==> config.mk <==
export PLATFORM = sky130hd
export DESIGN_NAME = xmodem_imem_loader
export DESIGN_NICKNAME = d
export VERILOG_FILES = /design/src/rtl/xmodem_pkg.sv /design/src/rtl/xmodem_word_packer.sv /design/src/rtl/xmodem_imem_loader.sv
export SDC_FILE = /design/constraint.sdc
export NUM_CORES = 1
export LEC_CHECK = 0
export BUFFER_PORTS_ARGS = -buffer_cell sky130_fd_sc_hd__buf_2
export CAP_MARGIN = 20
export CELL_PAD_IN_SITES_DETAIL_PLACEMENT = 1
export CELL_PAD_IN_SITES_GLOBAL_PLACEMENT = 2
export CORE_MARGIN = 3
export CORE_UTILIZATION = 38
export DETAILED_ROUTE_END_ITERATION = 7
export PLACE_DENSITY = 0.86
export SLEW_MARGIN = 20
export SYNTH_ARGS = -nofsm -noshare
export SYNTH_HDL_FRONTEND = slang
export SYNTH_SLANG_ARGS = --single-unit
==> constraint.sdc <==
create_clock -name clk -period 3.5 [get_ports clk]
set_input_delay 0.7 -clock clk [delete_from_list [all_inputs] [get_ports clk]]
set_output_delay 0.7 -clock clk [all_outputs]
set_load 0.01 [all_outputs]
==> src/rtl/xmodem_pkg.sv <==
// Shared constants and state encoding for the XMODEM instruction-memory loader.
//   - XMODEM control bytes (SOH, EOT, ACK, NAK, CAN)
//   - block payload size and the width of a byte index inside a block
//   - loader FSM state encoding
package xmodem_pkg;

  localparam logic [7:0] SOH = 8'h01;
  localparam logic [7:0] EOT = 8'h04;
  localparam logic [7:0] ACK = 8'h06;
  localparam logic [7:0] NAK = 8'h15;
  localparam logic [7:0] CAN = 8'h18;

  localparam int BLOCK_BYTES = 128;
  localparam int NB_BYTE_IDX = $clog2(BLOCK_BYTES);

  typedef enum logic [3:0] {
    ST_IDLE     = 4'd0,
    ST_WAIT_SOH = 4'd1,
    ST_BLK      = 4'd2,
    ST_BLKN     = 4'd3,
    ST_DATA     = 4'd4,
    ST_CKSUM    = 4'd5,
    ST_RESP     = 4'd6,
    ST_DONE     = 4'd7,
    ST_ABORT    = 4'd8
  } state_t;

endpackage

==> src/rtl/xmodem_word_packer.sv <==
// Payload datapath of one XMODEM block.
//   Counts payload bytes, accumulates the 8-bit checksum and packs bytes
//   little-endian into imem words. When the last byte of a word arrives the
//   word is written one cycle later, provided writes are enabled for this
//   block and the word address lies inside imem.
// Ports
//   clk, rst_n       clock, async active-low reset
//   clear            restart at byte 0 with checksum 0 (new block header)
//   byte_valid       byte_data is a payload byte consumed this cycle
//   byte_data        payload byte
//   write_en         block is new (not a duplicate, header intact)
//   base_addr        imem byte address of payload byte 0
//   checksum         sum of payload bytes so far, mod 256
//   last_byte        byte_valid for the final payload byte of the block
//   imem_we          one-cycle imem write strobe
//   imem_addr        word-aligned imem byte address
//   imem_wdata       assembled word, payload byte 0 of the word in [7:0]
module xmodem_word_packer
  import xmodem_pkg::*;
#(
  parameter int NB_DATA = 8,
  parameter int NB_WORD = 32,
  parameter int ADDR_W  = 7,
  parameter int NB_BASE = 16
) (
  input  logic               clk,
  input  logic               rst_n,
  input  logic               clear,
  input  logic               byte_valid,
  input  logic [NB_DATA-1:0] byte_data,
  input  logic               write_en,
  input  logic [NB_BASE-1:0] base_addr,
  output logic [NB_DATA-1:0] checksum,
  output logic               last_byte,
  output logic               imem_we,
  output logic [ADDR_W-1:0]  imem_addr,
  output logic [NB_WORD-1:0] imem_wdata
);

  localparam int BPW    = NB_WORD / NB_DATA;
  localparam int LANE_W = $clog2(BPW);

  logic [NB_BYTE_IDX-1:0] idx_q;
  logic [NB_DATA-1:0]     sum_q;
  logic [NB_WORD-1:0]     word_q;
  logic [NB_WORD-1:0]     word_next;
  logic [LANE_W-1:0]      lane;
  logic                   word_full;
  logic [NB_BASE-1:0]     word_addr;
  logic                   in_range;

  assign lane      = idx_q[LANE_W-1:0];
  assign word_full = byte_valid && (lane == LANE_W'(BPW - 1));
  // Address of the word's first byte: base plus the index with lane bits cleared.
  assign word_addr = base_addr + NB_BASE'({idx_q[NB_BYTE_IDX-1:LANE_W], {LANE_W{1'b0}}});
  // Anything above the imem capacity is silently dropped.
  assign in_range  = (word_addr >> ADDR_W) == '0;
  assign checksum  = sum_q;
  assign last_byte = byte_valid && (idx_q == NB_BYTE_IDX'(BLOCK_BYTES - 1));

  always_comb begin
    word_next = word_q;
    word_next[lane*NB_DATA +: NB_DATA] = byte_data;
  end

  always_ff @(posedge clk or negedge rst_n) begin
    if (!rst_n) begin
      idx_q      <= '0;
      sum_q      <= '0;
      word_q     <= '0;
      imem_we    <= 1'b0;
      imem_addr  <= '0;
      imem_wdata <= '0;
    end else begin
      imem_we <= 1'b0;
      if (clear) begin
        idx_q  <= '0;
        sum_q  <= '0;
        word_q <= '0;
      end else if (byte_valid) begin
        idx_q  <= idx_q + 1'b1;
        sum_q  <= sum_q + byte_data;
        word_q <= word_next;
        if (word_full && write_en && in_range) begin
          imem_we    <= 1'b1;
          imem_addr  <= word_addr[ADDR_W-1:0];
          imem_wdata <= word_next;
        end
      end
    end
  end

endmodule

==> src/rtl/xmodem_imem_loader.sv <==
// XMODEM (128-byte blocks, 8-bit checksum) program loader for CPU imem.
//   Pops bytes from the UART RX FIFO, writes payload words to imem through
//   xmodem_word_packer and answers every block on the UART TX path with
//   ACK / NAK / CAN. The CPU is gated off while a load is in progress.
// Ports
//   clk, i_rst_n     clock, async active-low reset
//   i_start          pulse: arm the loader (ignored while busy)
//   i_rx_empty       RX FIFO empty
//   i_rx_data        RX FIFO head byte (first-word fall-through)
//   o_rx_rd          RX FIFO pop
//   o_tx_wr          push o_tx_wdata into TX FIFO
//   o_tx_wdata       response byte
//   o_tx_start       TX start, one cycle after o_tx_wr
//   o_imem_we        imem write strobe
//   o_imem_addr      imem byte address (word aligned)
//   o_imem_wdata     imem write word
//   o_cpu_en         CPU enable (only when idle after a completed load)
//   o_busy           loader active
//   o_done           sticky: EOT received and ACKed
//   o_error          sticky: transfer aborted
//   o_dbg_state      current FSM state (xmodem_pkg::state_t encoding)
//
// RX handshake: a byte is transferred in every cycle where !i_rx_empty and
// o_rx_rd are both high at the rising clock edge; o_rx_rd is never raised
// while i_rx_empty is high, so at most one byte is consumed per cycle.
module xmodem_imem_loader
  import xmodem_pkg::*;
#(
  parameter int NB_UART_DATA    = 8,
  parameter int NB_INSTRUCTION  = 32,
  parameter int IMEM_ADDR_WIDTH = 7,
  parameter int NB_TIMEOUT      = 24,
  parameter int TIMEOUT_CYCLES  = 10000000,
  parameter int MAX_RETRY       = 10
) (
  input  logic                       clk,
  input  logic                       i_rst_n,
  input  logic                       i_start,
  input  logic                       i_rx_empty,
  input  logic [NB_UART_DATA-1:0]    i_rx_data,
  output logic                       o_rx_rd,
  output logic                       o_tx_wr,
  output logic [NB_UART_DATA-1:0]    o_tx_wdata,
  output logic                       o_tx_start,
  output logic                       o_imem_we,
  output logic [IMEM_ADDR_WIDTH-1:0] o_imem_addr,
  output logic [NB_INSTRUCTION-1:0]  o_imem_wdata,
  output logic                       o_cpu_en,
  output logic                       o_busy,
  output logic                       o_done,
  output logic                       o_error,
  output logic [3:0]                 o_dbg_state
);

  // The base must reach past the imem window so out-of-range blocks are
  // recognised; its top bit saturates once set.
  localparam int NB_BASE  = ((IMEM_ADDR_WIDTH > 15) ? IMEM_ADDR_WIDTH : 15) + 1;
  localparam int NB_RETRY = $clog2(MAX_RETRY + 1);
  localparam logic [NB_TIMEOUT-1:0] TO_LIM = NB_TIMEOUT'(TIMEOUT_CYCLES - 1);

  state_t                  state_q, state_d;
  logic [NB_UART_DATA-1:0] blk_q, blk_d;
  logic                    hdr_bad_q, hdr_bad_d;
  logic                    blk_new_q, blk_new_d;
  logic                    cks_ok_q, cks_ok_d;
  logic [NB_UART_DATA-1:0] expected_q, expected_d;
  logic [NB_BASE-1:0]      base_q, base_d;
  logic [NB_RETRY-1:0]     retry_q, retry_d, retry_inc;
  logic                    retry_hit;
  logic                    done_q, done_d;
  logic                    error_q, error_d;
  logic [NB_TIMEOUT-1:0]   timer_q;
  logic                    timeout;

  logic                    rx_active;
  logic                    pop;
  logic                    tx_req;
  logic [NB_UART_DATA-1:0] tx_byte;
  logic                    nak_event;
  logic                    hdr_ok;
  logic                    pk_clear;
  logic                    pk_valid;
  logic                    pk_last;
  logic [NB_UART_DATA-1:0] pk_sum;

  assign rx_active = (state_q == ST_WAIT_SOH) || (state_q == ST_BLK) || (state_q == ST_BLKN) ||
                     (state_q == ST_DATA) || (state_q == ST_CKSUM);
  assign pop       = rx_active && !i_rx_empty;
  assign o_rx_rd   = pop;
  assign timeout   = timer_q >= TO_LIM;
  assign retry_inc = retry_q + 1'b1;
  assign retry_hit = retry_inc >= NB_RETRY'(MAX_RETRY);
  assign hdr_ok    = (blk_q ^ i_rx_data) == '1;
  assign pk_valid  = pop && (state_q == ST_DATA);

  assign o_busy      = state_q != ST_IDLE;
  assign o_cpu_en    = (state_q == ST_IDLE) && done_q;
  assign o_done      = done_q;
  assign o_error     = error_q;
  assign o_dbg_state = state_q;

  xmodem_word_packer #(
    .NB_DATA (NB_UART_DATA),
    .NB_WORD (NB_INSTRUCTION),
    .ADDR_W  (IMEM_ADDR_WIDTH),
    .NB_BASE (NB_BASE)
  ) u_packer (
    .clk        (clk),
    .rst_n      (i_rst_n),
    .clear      (pk_clear),
    .byte_valid (pk_valid),
    .byte_data  (i_rx_data),
    .write_en   (blk_new_q),
    .base_addr  (base_q),
    .checksum   (pk_sum),
    .last_byte  (pk_last),
    .imem_we    (o_imem_we),
    .imem_addr  (o_imem_addr),
    .imem_wdata (o_imem_wdata)
  );

  always_comb begin
    state_d    = state_q;
    blk_d      = blk_q;
    hdr_bad_d  = hdr_bad_q;
    blk_new_d  = blk_new_q;
    cks_ok_d   = cks_ok_q;
    expected_d = expected_q;
    base_d     = base_q;
    retry_d    = retry_q;
    done_d     = done_q;
    error_d    = error_q;
    tx_req     = 1'b0;
    tx_byte    = NAK;
    pk_clear   = 1'b0;
    nak_event  = 1'b0;

    case (state_q)
      ST_IDLE: begin
        if (i_start) begin
          done_d     = 1'b0;
          error_d    = 1'b0;
          expected_d = 8'd1;
          base_d     = '0;
          retry_d    = '0;
          tx_req     = 1'b1;
          tx_byte    = NAK;
          state_d    = ST_WAIT_SOH;
        end
      end
      ST_WAIT_SOH: begin
        if (pop) begin
          case (i_rx_data)
            SOH: begin
              pk_clear = 1'b1;
              state_d  = ST_BLK;
            end
            EOT: begin
              tx_req  = 1'b1;
              tx_byte = ACK;
              state_d = ST_DONE;
            end
            CAN:     state_d = ST_ABORT;
            default: state_d = ST_WAIT_SOH;
          endcase
        end else if (timeout) begin
          nak_event = 1'b1;
        end
      end
      ST_BLK: begin
        if (pop) begin
          blk_d   = i_rx_data;
          state_d = ST_BLKN;
        end else if (timeout) begin
          nak_event = 1'b1;
        end
      end
      ST_BLKN: begin
        if (pop) begin
          // A corrupted header is only NAKed; the sequence check applies
          // once the block number is known to be intact.
          hdr_bad_d = !hdr_ok;
          blk_new_d = hdr_ok && (blk_q == expected_q);
          if (hdr_ok && (blk_q != expected_q) && (blk_q != expected_q - 8'd1)) begin
            state_d = ST_ABORT;
          end else begin
            state_d = ST_DATA;
          end
        end else if (timeout) begin
          nak_event = 1'b1;
        end
      end
      ST_DATA: begin
        if (pop) begin
          if (pk_last) state_d = ST_CKSUM;
        end else if (timeout) begin
          nak_event = 1'b1;
        end
      end
      ST_CKSUM: begin
        if (pop) begin
          cks_ok_d = i_rx_data == pk_sum;
          state_d  = ST_RESP;
        end else if (timeout) begin
          nak_event = 1'b1;
        end
      end
      ST_RESP: begin
        if (!hdr_bad_q && cks_ok_q) begin
          tx_req  = 1'b1;
          tx_byte = ACK;
          state_d = ST_WAIT_SOH;
          if (blk_new_q) begin
            base_d     = base_q[NB_BASE-1] ? base_q : base_q + NB_BASE'(BLOCK_BYTES);
            expected_d = expected_q + 8'd1;
            retry_d    = '0;
          end
        end else begin
          nak_event = 1'b1;
        end
      end
      ST_DONE: begin
        done_d  = 1'b1;
        state_d = ST_IDLE;
      end
      ST_ABORT: begin
        tx_req  = 1'b1;
        tx_byte = CAN;
        error_d = 1'b1;
        state_d = ST_IDLE;
      end
      default: state_d = ST_IDLE;
    endcase

    // Shared retry path for timeouts and bad blocks.
    if (nak_event) begin
      retry_d = retry_inc;
      if (retry_hit) begin
        state_d = ST_ABORT;
      end else begin
        tx_req  = 1'b1;
        tx_byte = NAK;
        state_d = ST_WAIT_SOH;
      end
    end
  end

  always_ff @(posedge clk or negedge i_rst_n) begin
    if (!i_rst_n) begin
      state_q    <= ST_IDLE;
      blk_q      <= '0;
      hdr_bad_q  <= 1'b0;
      blk_new_q  <= 1'b0;
      cks_ok_q   <= 1'b0;
      expected_q <= 8'd1;
      base_q     <= '0;
      retry_q    <= '0;
      done_q     <= 1'b0;
      error_q    <= 1'b0;
    end else begin
      state_q    <= state_d;
      blk_q      <= blk_d;
      hdr_bad_q  <= hdr_bad_d;
      blk_new_q  <= blk_new_d;
      cks_ok_q   <= cks_ok_d;
      expected_q <= expected_d;
      base_q     <= base_d;
      retry_q    <= retry_d;
      done_q     <= done_d;
      error_q    <= error_d;
    end
  end

  // Idle-time counter: cleared by any RX byte or TX response, saturating.
  always_ff @(posedge clk or negedge i_rst_n) begin
    if (!i_rst_n) begin
      timer_q <= '0;
    end else if ((state_q == ST_IDLE) || pop || tx_req) begin
      timer_q <= '0;
    end else if (timer_q != '1) begin
      timer_q <= timer_q + 1'b1;
    end
  end

  // TX sequencing: byte pushed in cycle N, start strobe in cycle N+1.
  always_ff @(posedge clk or negedge i_rst_n) begin
    if (!i_rst_n) begin
      o_tx_wr    <= 1'b0;
      o_tx_wdata <= '0;
      o_tx_start <= 1'b0;
    end else begin
      o_tx_wr    <= tx_req;
      o_tx_start <= o_tx_wr;
      if (tx_req) o_tx_wdata <= tx_byte;
    end
  end

endmodule

==> flow_summary.yaml, run 1 <==
pwr:
  power.ir.vdd_worst_uv: 248.9
  power.density_cell_area_nw_per_um2: 640.4
  total_leakage_power_nw: 4.260
  overall_power_w: 0.005900
synth:
  top_cell_type_by_total_area_after_synthesis: "dfrtp_1"
  fraction_of_the_yosys_area_taken_by_sequential_cells_pct: 47.81
  synth_area_leaders: "dfrtp_1, a21oi_1, nor2_1, xor2_1, a22o_1"
  synth_area_per_cell_um2: 9.610
  synth_most_common_cell: "dfrtp_1"
  synth_edf_count: 0
  synth.lib_cells_used.distinct: 70
  ys_warn_count: 0
  ys.flop_type: "dfrtp_1"
  synth.top_cells.by_count: "dfrtp_1, nor2_1, a21oi_1"
  syn_inst: 839
  post_synth_instance_area_um2: 8063
  synth-seq-cells: 154
  synth-async-reset-ratio_pct: 100.0
  synth.top_cell.area_share_pct: 47.49
floorplan:
  initial_core_util_pct: 39.22
  die_area_um2: 23000
  chipWidth_um: 151.7
  rows: 52
  core-area_um2: 20560
  io_pins: 71
  die_h_um: 151.7
cts:
  cts_num_sinks: 154
  hold_fix_buffer_count_after_cts: 0
  cts-root-buf: "clkbuf_16"
  htree_levels: 4
  cts_resized: 0
  max-clock-path-buffers: 2
  clock_latency_ns: 0.43
  postCtsSetupRepairBufs: 0
  cts_buffers: 17
  cts_tree: "done"
  clkTransAtPathRegs_ns: 0.07
timing:
  achievable-frequency_ghz: 0.3553
  slew-limit-headroom_pct: 52.02
  worstMarginPinSlew_ns: 0.7015
  final_hold_slack_ns: 0.2898
  finalHoldViolCount: 0
  setup_violations: 0
  final.min_clock_period_ns: 2.814
  final.setup_skew_ns: 0.01036
  setup_tns_ns: 0
  final-max-slew-violation-count: 0
  rsz0062_at_grt: "no"
  final_min_period_over_clock_period_pct: 80.41
critical_path:
  slowest_delay_ns: 0.54
  timing.critical_path.required_ns: 2.80
  critical_path.reg2reg.endpoint: "timer_q[9]"
  worst-path-max-fanout: 13
  regToRegStartpoint: "timer_q[0]"
  critPathSlowestCell: "dfrtp_1"
  worst_r2r_path_depth: 9
  critPathArrivalTime_ns: 2.11
  path_cells: "buf_4 -> nor4_1 -> and2_1 -> buf_2"
  critical_path.startpoint_type: "flip-flop"
  reg2reg_slack_ns: 0.72
  setup.worst_path.end_class: "output pin"
  path_class: "flip-flop to output pin"
placement:
  place.port_buffers: 65
  place.detailed.hpwl_um: 14660
  gp_congestion: 0.7778
  dp.cells: 1142
drt:
  vias: 6418
  drt_drc_violations_left: 0
  drt-wirelength-per-cell_um: 18.10
  drtPass1Iterations: 4
  drt_wirelength_um: 21250
  first_iter_violations: 304
  vias_per_cell: 5.467
  final_antenna_net_count: 0
job:
  max_cap_viol_count: 0
global_route:
  grt_first_pass_wirelength_um: 35040
  grt_antenna_before_repair: 0
  grt_max_degree: 73
  grtUsageTotal_pct: 19.18
  grt_remaining_overflow: 0
  grt_pass1_vias: 6627
outcome:
  status: "finished, final reports clean"
min_path:
  hold_path.class: "primary input to async pin"
finish:
  antennaDiodeCount: 0
  final_nets: 924
  areaGrowthSynthToFinish_pct: 14.28
  drive_above_1_share_pct: 15.93
  finish.cell_count_without_fillers: 1174
-- layout make-up --
| cell class | instances | area (um2) |
|---|---|---|
| repair buffers | 83 | 479.2 |
| fillers | 2414 | 11350 |
| flip-flops and latches | 154 | 3855 |
| multi-input cells | 618 | 3921 |
| clock inverters | 15 | 131.4 |
| clock buffers | 17 | 425.4 |
| well taps | 270 | 337.8 |
| inverters | 17 | 63.81 |
-- worst max path at each step --
stage | start | to | slack [ns] | cells past startpoint
after floorplan | expected_q[0] | o_dbg_state[3] | 1.02 | 9
after global placement | i_rx_empty | timer_q[16] | 0.67 | 9
after detailed placement | i_rx_empty | timer_q[16] | 0.58 | 9
after CTS | o_dbg_state[3] | o_cpu_en | 0.65 | 4
after global routing | timer_q[0] | timer_q[8] | 0.55 | 9
final | o_dbg_state[3] | o_cpu_en | 0.69 | 4
-- layout by cell type (no fill, tap or decap), types with 8 or more instances in the layout --
cell type	netlist	layout
xor2_1	41	41
nor2_1	104	104
xnor2_1	20	20
nand2b_1	8	8
dfrtp_1	153	153
a21oi_1	84	84
nor3_1	13	13
o21ai_0	33	33
and3_1	8	8
a22o_1	35	35
nand3_1	28	28
ha_1	20	20
nor4_1	16	15
inv_1	16	16
nor2b_1	39	39
nand2_1	41	41
clkbuf_16	0	17
mux2_2	13	13
buf_2	9	64
buf_4	5	17
nand4_1	19	19
-- metal layers --
| metal | share of wire [%] | wire [um] | track usage (%) | vias to the layer above |
|---|---|---|---|---|
| met2 | 48 | 10250 | 31.33 | 77 |
| met1 | 49 | 10330 | 26.44 | 3270 |
| met5 | 0 | 0 | 0 | - |
| li1 | - | - | - | 3058 |
| met3 | 2.3 | 496 | 3.510 | 13 |
| met4 | 0.82 | 175 | 4.897 | 0 |
-- registers in the layout, summed over array words and instances (netlist names), 7 cells and up --
signal and flops:
u_packer.idx_q 7, base_q 9, u_packer.checksum 8, timer_q 24
u_packer.imem_wdata 32, blk_q 8, u_packer.word_q 32, expected_q 8
-- critical path: cells and delay by family (launching register included) --
| kind | cells | cell delay, ns |
|---|---|---|
| simple gates | 2 | 0.75 |
| buf+inv | 2 | 0.38 |
| flops | 1 | 0.54 |
-- report_power, final --
| group | switching [W] | internal [W] |
|---|---|---|
| Combinational | 0.00105 | 0.000748 |
| Clock | 0.000838 | 0.000935 |
| Sequential | 0.000288 | 0.00204 |
| Total | 0.00218 | 0.00372 |
-- logic make-up (layout without fill, tap and decap cells) --
logic type,after synthesis,count (layout),share of synthesized area [%]
compound gates,194,194,15.38
xor+xnor,61,61,6.626
fa+ha+maj,21,21,3.352
buf+inv,72,132,4.004
flops,154,154,47.81
mux,16,16,2.188
other cells,1,6,0.04651
simple gates,320,320,20.59
-- per-stage QoR --
step                instance area, um2  setup WS [ns]  utilization (%)
floorplan                         8082          1.024                -
global placement                  8657         0.6650            42.11
detailed placement                8657         0.5831            42.11
CTS                               9214         0.6488            44.82
global route                      9214         0.5483            44.82
finish                            9214         0.6855            44.82
Power figures use the tool's default switching activity.
==> inputs of run 2 (changes only) <==
Settings changed: CORE_UTILIZATION 38 to 34, PLACE_DENSITY 0.86 to 0.81.
Clock period 3.5 ns to 2.4 ns, I/O delays scaled along.
==> run 2 against run 1 <==
Clock-buffer cell count increased by 1. Setup slack got worse by 0.60 ns. Utilization decreased by 2.2 points. Hold slack improved by 0.092 ns. Cell area increased by 6.4%. Flip-flop and latch count unchanged. Wire length increased by 3.9%. Critical path type is now flip-flop to flip-flop.
==> flow_summary.yaml, run 2 (same netlist as run 1, synthesis figures left out) <==
cts:
  cts-root-buf: "clkbuf_16"
  cts_tree: "done"
  htree_levels: 4
  cts_buffers: 17
  max-clock-path-buffers: 2
  cts_num_sinks: 154
  clock_latency_ns: 0.44
  clkTransAtPathRegs_ns: 0.07
finish:
  final_nets: 974
  top_regs: "u_packer.imem_wdata: 32 flops, u_packer.word_q: 32 flops, timer_q: 24 flops"
  drive_above_1_share_pct: 21.07
  antennaDiodeCount: 0
  most_common_cell_after_layout_fill_and_taps_aside: "dfrtp_1"
  post-route-cell-area_um2: 9802
  areaGrowthSynthToFinish_pct: 21.57
  top_library_cells_by_usage_in_the_layout_fill_and_taps_aside: "dfrtp_1, nor2_1, a21oi_1, buf_2, buf_4"
placement:
  place.detailed.hpwl_um: 15370
  place.port_buffers: 65
  area_of_placed_instances_um2: 9087
  detailedPlace.worstSlack_ns: -0.01975
  gp_congestion: 0.7751
drt:
  vias: 6644
  drt-wirelength-per-cell_um: 17.43
  first_iter_violations: 377
  drtPass1Iterations: 4
  vias_per_cell: 5.244
  final_antenna_net_count: 0
  drt_wirelength_um: 22090
  drt_drc_violations_left: 0
timing:
  final.setup_skew_ns: 0.01668
  finalHoldViolCount: 0
  setup_violations: 0
  least_setup_slack_across_all_paths_after_layout_ns: 0.08952
  worstMarginPinSlew_ns: 0.6316
  final.min_clock_period_ns: 2.310
  final_min_period_over_clock_period_pct: 96.27
  slew-limit-headroom_pct: 57.61
  rsz0062_at_grt: "yes"
  achievable-frequency_ghz: 0.4328
  setup_tns_ns: 0
  final-max-slew-violation-count: 0
critical_path:
  critical_path.startpoint_type: "flip-flop"
  worst-path-max-fanout: 24
  critPathArrivalTime_ns: 2.66
  timing.critical_path.required_ns: 2.75
  setup.worst_path.end_class: "flip-flop"
  path_class: "flip-flop to flip-flop"
global_route:
  grt_first_pass_wirelength_um: 36580
  grtUsageTotal_pct: 17.43
  grt_pass1_vias: 6854
  grt_antenna_before_repair: 0
  grt_max_degree: 57
  grt_remaining_overflow: 0
min_path:
  hold_path.class: "primary input to flip-flop"
floorplan:
  die_h_um: 160.0
  initial_core_util_pct: 35.08
  chipWidth_um: 160.0
  core-area_um2: 22980
  io_pins: 71
  die_area_um2: 25600
  rows: 55
pwr:
  power.ir.vdd_worst_uv: 397.7
  total_leakage_power_nw: 4.549
  power.density_cell_area_nw_per_um2: 938.6
outcome:
  status: "finished, final reports clean"
job:
  max_cap_viol_count: 0
-- run 2: final cells by class --
cell class                 instances  area (um2)
sequential                       154        3856
timing repair buffer             133       907.1
tap                              313       391.6
inverter                          17       63.81
clock inverter                    14       170.2
fill                            2657       13180
clock buffer                      18       439.2
multi-input combinational        618        3974
-- run 2: what timing repair did --
item                                    4_1_cts  5_1_grt
pin swaps                                     0        1
endpoints found under the setup margin        2       44
gates resized for setup                       1        9
setup buffers                                 0        4
endpoints found under the hold margin        20        0
hold buffers                                  1        0
-- run 2: critical path, stage by stage (launching register included) --
cell	delay [ns]
dfrtp_1	0.56
inv_1	0.21
a31o_1	0.22
a21oi_1	0.34
a2111oi_4	0.10
or4_4	0.45
buf_12	0.18
nor3b_1	0.17
-- run 2: layer usage --
| layer | global-route usage, % | part of all wire [%] | vias to the layer above |
|---|---|---|---|
| li1 | - | - | 3148 |
| met1 | 23.57 | 48 | 3374 |
| met2 | 28.50 | 48 | 99 |
| met3 | 2.957 | 2.9 | 23 |
| met4 | 5.720 | 1.6 | 0 |
| met5 | 0 | 0 | - |
-- run 2: final timing paths --
kind	startpoint	to	slack, ns	cells after the start
max	o_dbg_state[0]	timer_q[16]	0.09	7
min	i_rx_data[3]	blk_q[3]	0.38	2
max reg2reg	o_dbg_state[0]	timer_q[16]	0.09	7
min reg2reg	o_tx_wr	o_tx_start	0.38	0
max in group asynchronous	i_rst_n	timer_q[15]	1.21	3
min in group asynchronous	i_rst_n	u_packer.imem_wdata[22]	0.46	2
-- run 2: through the flow --
stage / util, % / hold WS [ns] / power [W] / std cells
after floorplan: - / 0.1844 / 0.005337 / 844
after global placement: 39.54 / 0.3604 / 0.006267 / 1230
after detailed placement: 39.54 / 0.3628 / 0.006365 / 1230
after CTS: 42.25 / 0.3729 / 0.009225 / 1263
after global routing: 42.65 / 0.3920 / 0.009805 / 1267
final: 42.65 / 0.3823 / 0.009200 / 1267
-- run 2: power breakdown --
group | internal, W | switching, W | total [W]
Combinational | 0.00135 | 0.00170 | 0.00305
Sequential | 0.00297 | 0.000382 | 0.00335
Clock | 0.00152 | 0.00128 | 0.00280
==> inputs of run 3 (changes only) <==
Settings changed: CORE_ASPECT_RATIO from default to 1.5.
==> run 3 against run 2 <==
Register-to-register slack hardly changed. Final cell count is 0.39% higher. Total power is 4.5% higher. Hold slack worse by 0.35 ns. Setup slack hardly changed. Via count is 0.75% higher. Maximum frequency hardly changed. Flip-flop and latch count stayed put. Combinational power is 7.2% higher. Clock skew is 0.0061 ns lower. Sequential share of layout area is 0.47 points lower. Critical endpoint is now timer_q[8]. Highest routed layer is now met5.
==> flow_summary.yaml, run 3 (same netlist as run 1, synthesis figures left out) <==
finish:
  drive_above_1_share_pct: 21.73
  most_common_cell_after_layout_fill_and_taps_aside: "dfrtp_1"
  final_nets: 978
  antennaDiodeCount: 0
  post-route-cell-area_um2: 9923
  top_library_cells_by_usage_in_the_layout_fill_and_taps_aside: "dfrtp_1, nor2_1, a21oi_1, buf_2, buf_4"
  top_regs: "u_packer.imem_wdata: 32 flops, u_packer.word_q: 32 flops, timer_q: 24 flops"
  utilization_pct: 42.88
  areaGrowthSynthToFinish_pct: 23.08
  finish.cell_count_without_fillers: 1272
floorplan:
  die_area_um2: 25640
  core-area_um2: 23140
  initial_core_util_pct: 34.84
  io_pins: 71
  chipWidth_um: 131.7
  die_h_um: 194.6
  rows: 68
critical_path:
  worstSetupPathDepth: 8
  worst_r2r_path_depth: 8
  reg2reg_slack_ns: 0.09
  setup.worst_path.start: "timer_q[0]"
  critical_path.startpoint_type: "flip-flop"
  slowest_delay_ns: 0.40
  timing.critical_path.required_ns: 2.72
  worst_path_dominant_cell_family: "compound AO/OA/AOI/OAI gates"
  setup.worst_path.end_class: "flip-flop"
  path_class: "flip-flop to flip-flop"
  critPathSlowestCell: "dfrtp_1"
  worst-path-max-fanout: 6
  regToRegStartpoint: "timer_q[0]"
  critical_path.reg2reg.endpoint: "timer_q[8]"
  worstPathBufferInverterCount: 1
  path_cells: "ha_2 -> nand3_2 -> or2_4 -> a311o_1 -> a2111oi_4 -> or4_4 -> clkbuf_16 -> nor2_1"
  endpoint: "timer_q[8]"
  critPathArrivalTime_ns: 2.63
drt:
  drtPass1Iterations: 4
  drt-wirelength-per-cell_um: 18.37
  vias_per_cell: 5.263
  first_iter_violations: 198
  drt_drc_violations_left: 0
  drt_wirelength_um: 23360
  final_antenna_net_count: 0
  vias: 6694
cts:
  clock_latency_ns: 0.43
  hold_fix_buffer_count_after_cts: 0
  htree_levels: 4
  cts_tree: "done"
  cts_num_sinks: 154
  cts-root-buf: "clkbuf_16"
  cts_buffers: 17
  max-clock-path-buffers: 2
  clkTransAtPathRegs_ns: 0.07
global_route:
  grt_remaining_overflow: 0
  grtUsageTotal_pct: 18.61
  grt_antenna_before_repair: 1
  grt_pass1_vias: 7280
  grt_max_degree: 58
  grt_first_pass_wirelength_um: 38540
timing:
  setup_tns_ns: 0
  final_min_period_over_clock_period_pct: 96.27
  least_setup_slack_across_all_paths_after_layout_ns: 0.08948
  worstMarginPinSlew_ns: 0.6359
  rsz0062_at_grt: "yes"
  achievable-frequency_ghz: 0.4328
  final.min_clock_period_ns: 2.311
  finalHoldViolCount: 0
  final-max-slew-violation-count: 0
  final.setup_skew_ns: 0.01062
  slew-limit-headroom_pct: 57.45
  setup_violations: 0
min_path:
  hold_path.class: "primary input to async pin"
placement:
  detailedPlace.worstSlack_ns: 0.05256
  place.detailed.hpwl_um: 17120
  gp_congestion: 0.8137
  dp.cells: 1236
  area_of_placed_instances_um2: 9126
  place.port_buffers: 65
outcome:
  status: "finished, final reports clean"
pwr:
  power.ir.vdd_worst_uv: 592.5
  power.density_cell_area_nw_per_um2: 969.2
  total_leakage_power_nw: 4.589
job:
  max_cap_viol_count: 0
-- run 3: cell types whose count changed in the layout (fill, tap and decap cells not counted), sizes merged --
cell | before | now
dlygate4sd3 | 1 | 0
clkinvlp | 1 | 5
inv | 26 | 20
clkinv | 3 | 1
bufinv | 1 | 5
clkbuf | 18 | 19
buf | 132 | 135
-- run 3: layout make-up --
class | instances | area, um2
Fill cell | 2673 | 13220
Multi-Input combinational cell | 618 | 3986
Sequential cell | 154 | 3857
Timing Repair Buffer | 137 | 977.2
Clock buffer | 17 | 425.4
Tap cell | 315 | 394.1
Clock inverter | 14 | 219.0
Inverter | 17 | 63.81
-- run 3: worst min path at each step --
stage	from	to	slack (ns)	depth (start not counted)
floorplan	i_rst_n	base_q[10]	0.18	0
global placement	o_tx_wr	o_tx_start	0.40	0
detailed placement	o_tx_wr	o_tx_start	0.41	0
CTS	i_rst_n	timer_q[6]	0.04	1
global route	i_rst_n	timer_q[6]	0.05	1
finish	i_rst_n	timer_q[17]	0.03	1
-- run 3: repair_timing --
action                                 4_1_cts  5_1_grt
buffers inserted                             0        2
endpoints found under the hold margin        0        0
gates resized for setup                      0       16
setup endpoints to repair                    0       67
-- run 3: per-layer routing --
layer,wire length (um),up-vias,part of all wire (%),GRT usage (%)
met5,13,-,0.056,0
met3,607,41,2.6,3.470
li1,-,3160,-,-
met4,707,2,3.0,7.629
met1,9358,3395,40,20.96
met2,12670,96,54,34.34
-- run 3: per-stage QoR --
stage / hold WS [ns] / power (W)
3_3_place_gp: 0.4003 / 0.006316
4_1_cts: 0.03837 / 0.009463
2_1_floorplan: 0.1844 / 0.005337
5_1_grt: 0.05410 / 0.01024
6_report: 0.02895 / 0.009618
3_5_place_dp: 0.4072 / 0.006416
-- run 3: report_power, final --
| group | internal [W] | switching [W] |
|---|---|---|
| clock | 0.00185 | 0.00116 |
| combinational | 0.00147 | 0.00180 |
| sequential | 0.00297 | 0.000372 |
| total | 0.00629 | 0.00333 |
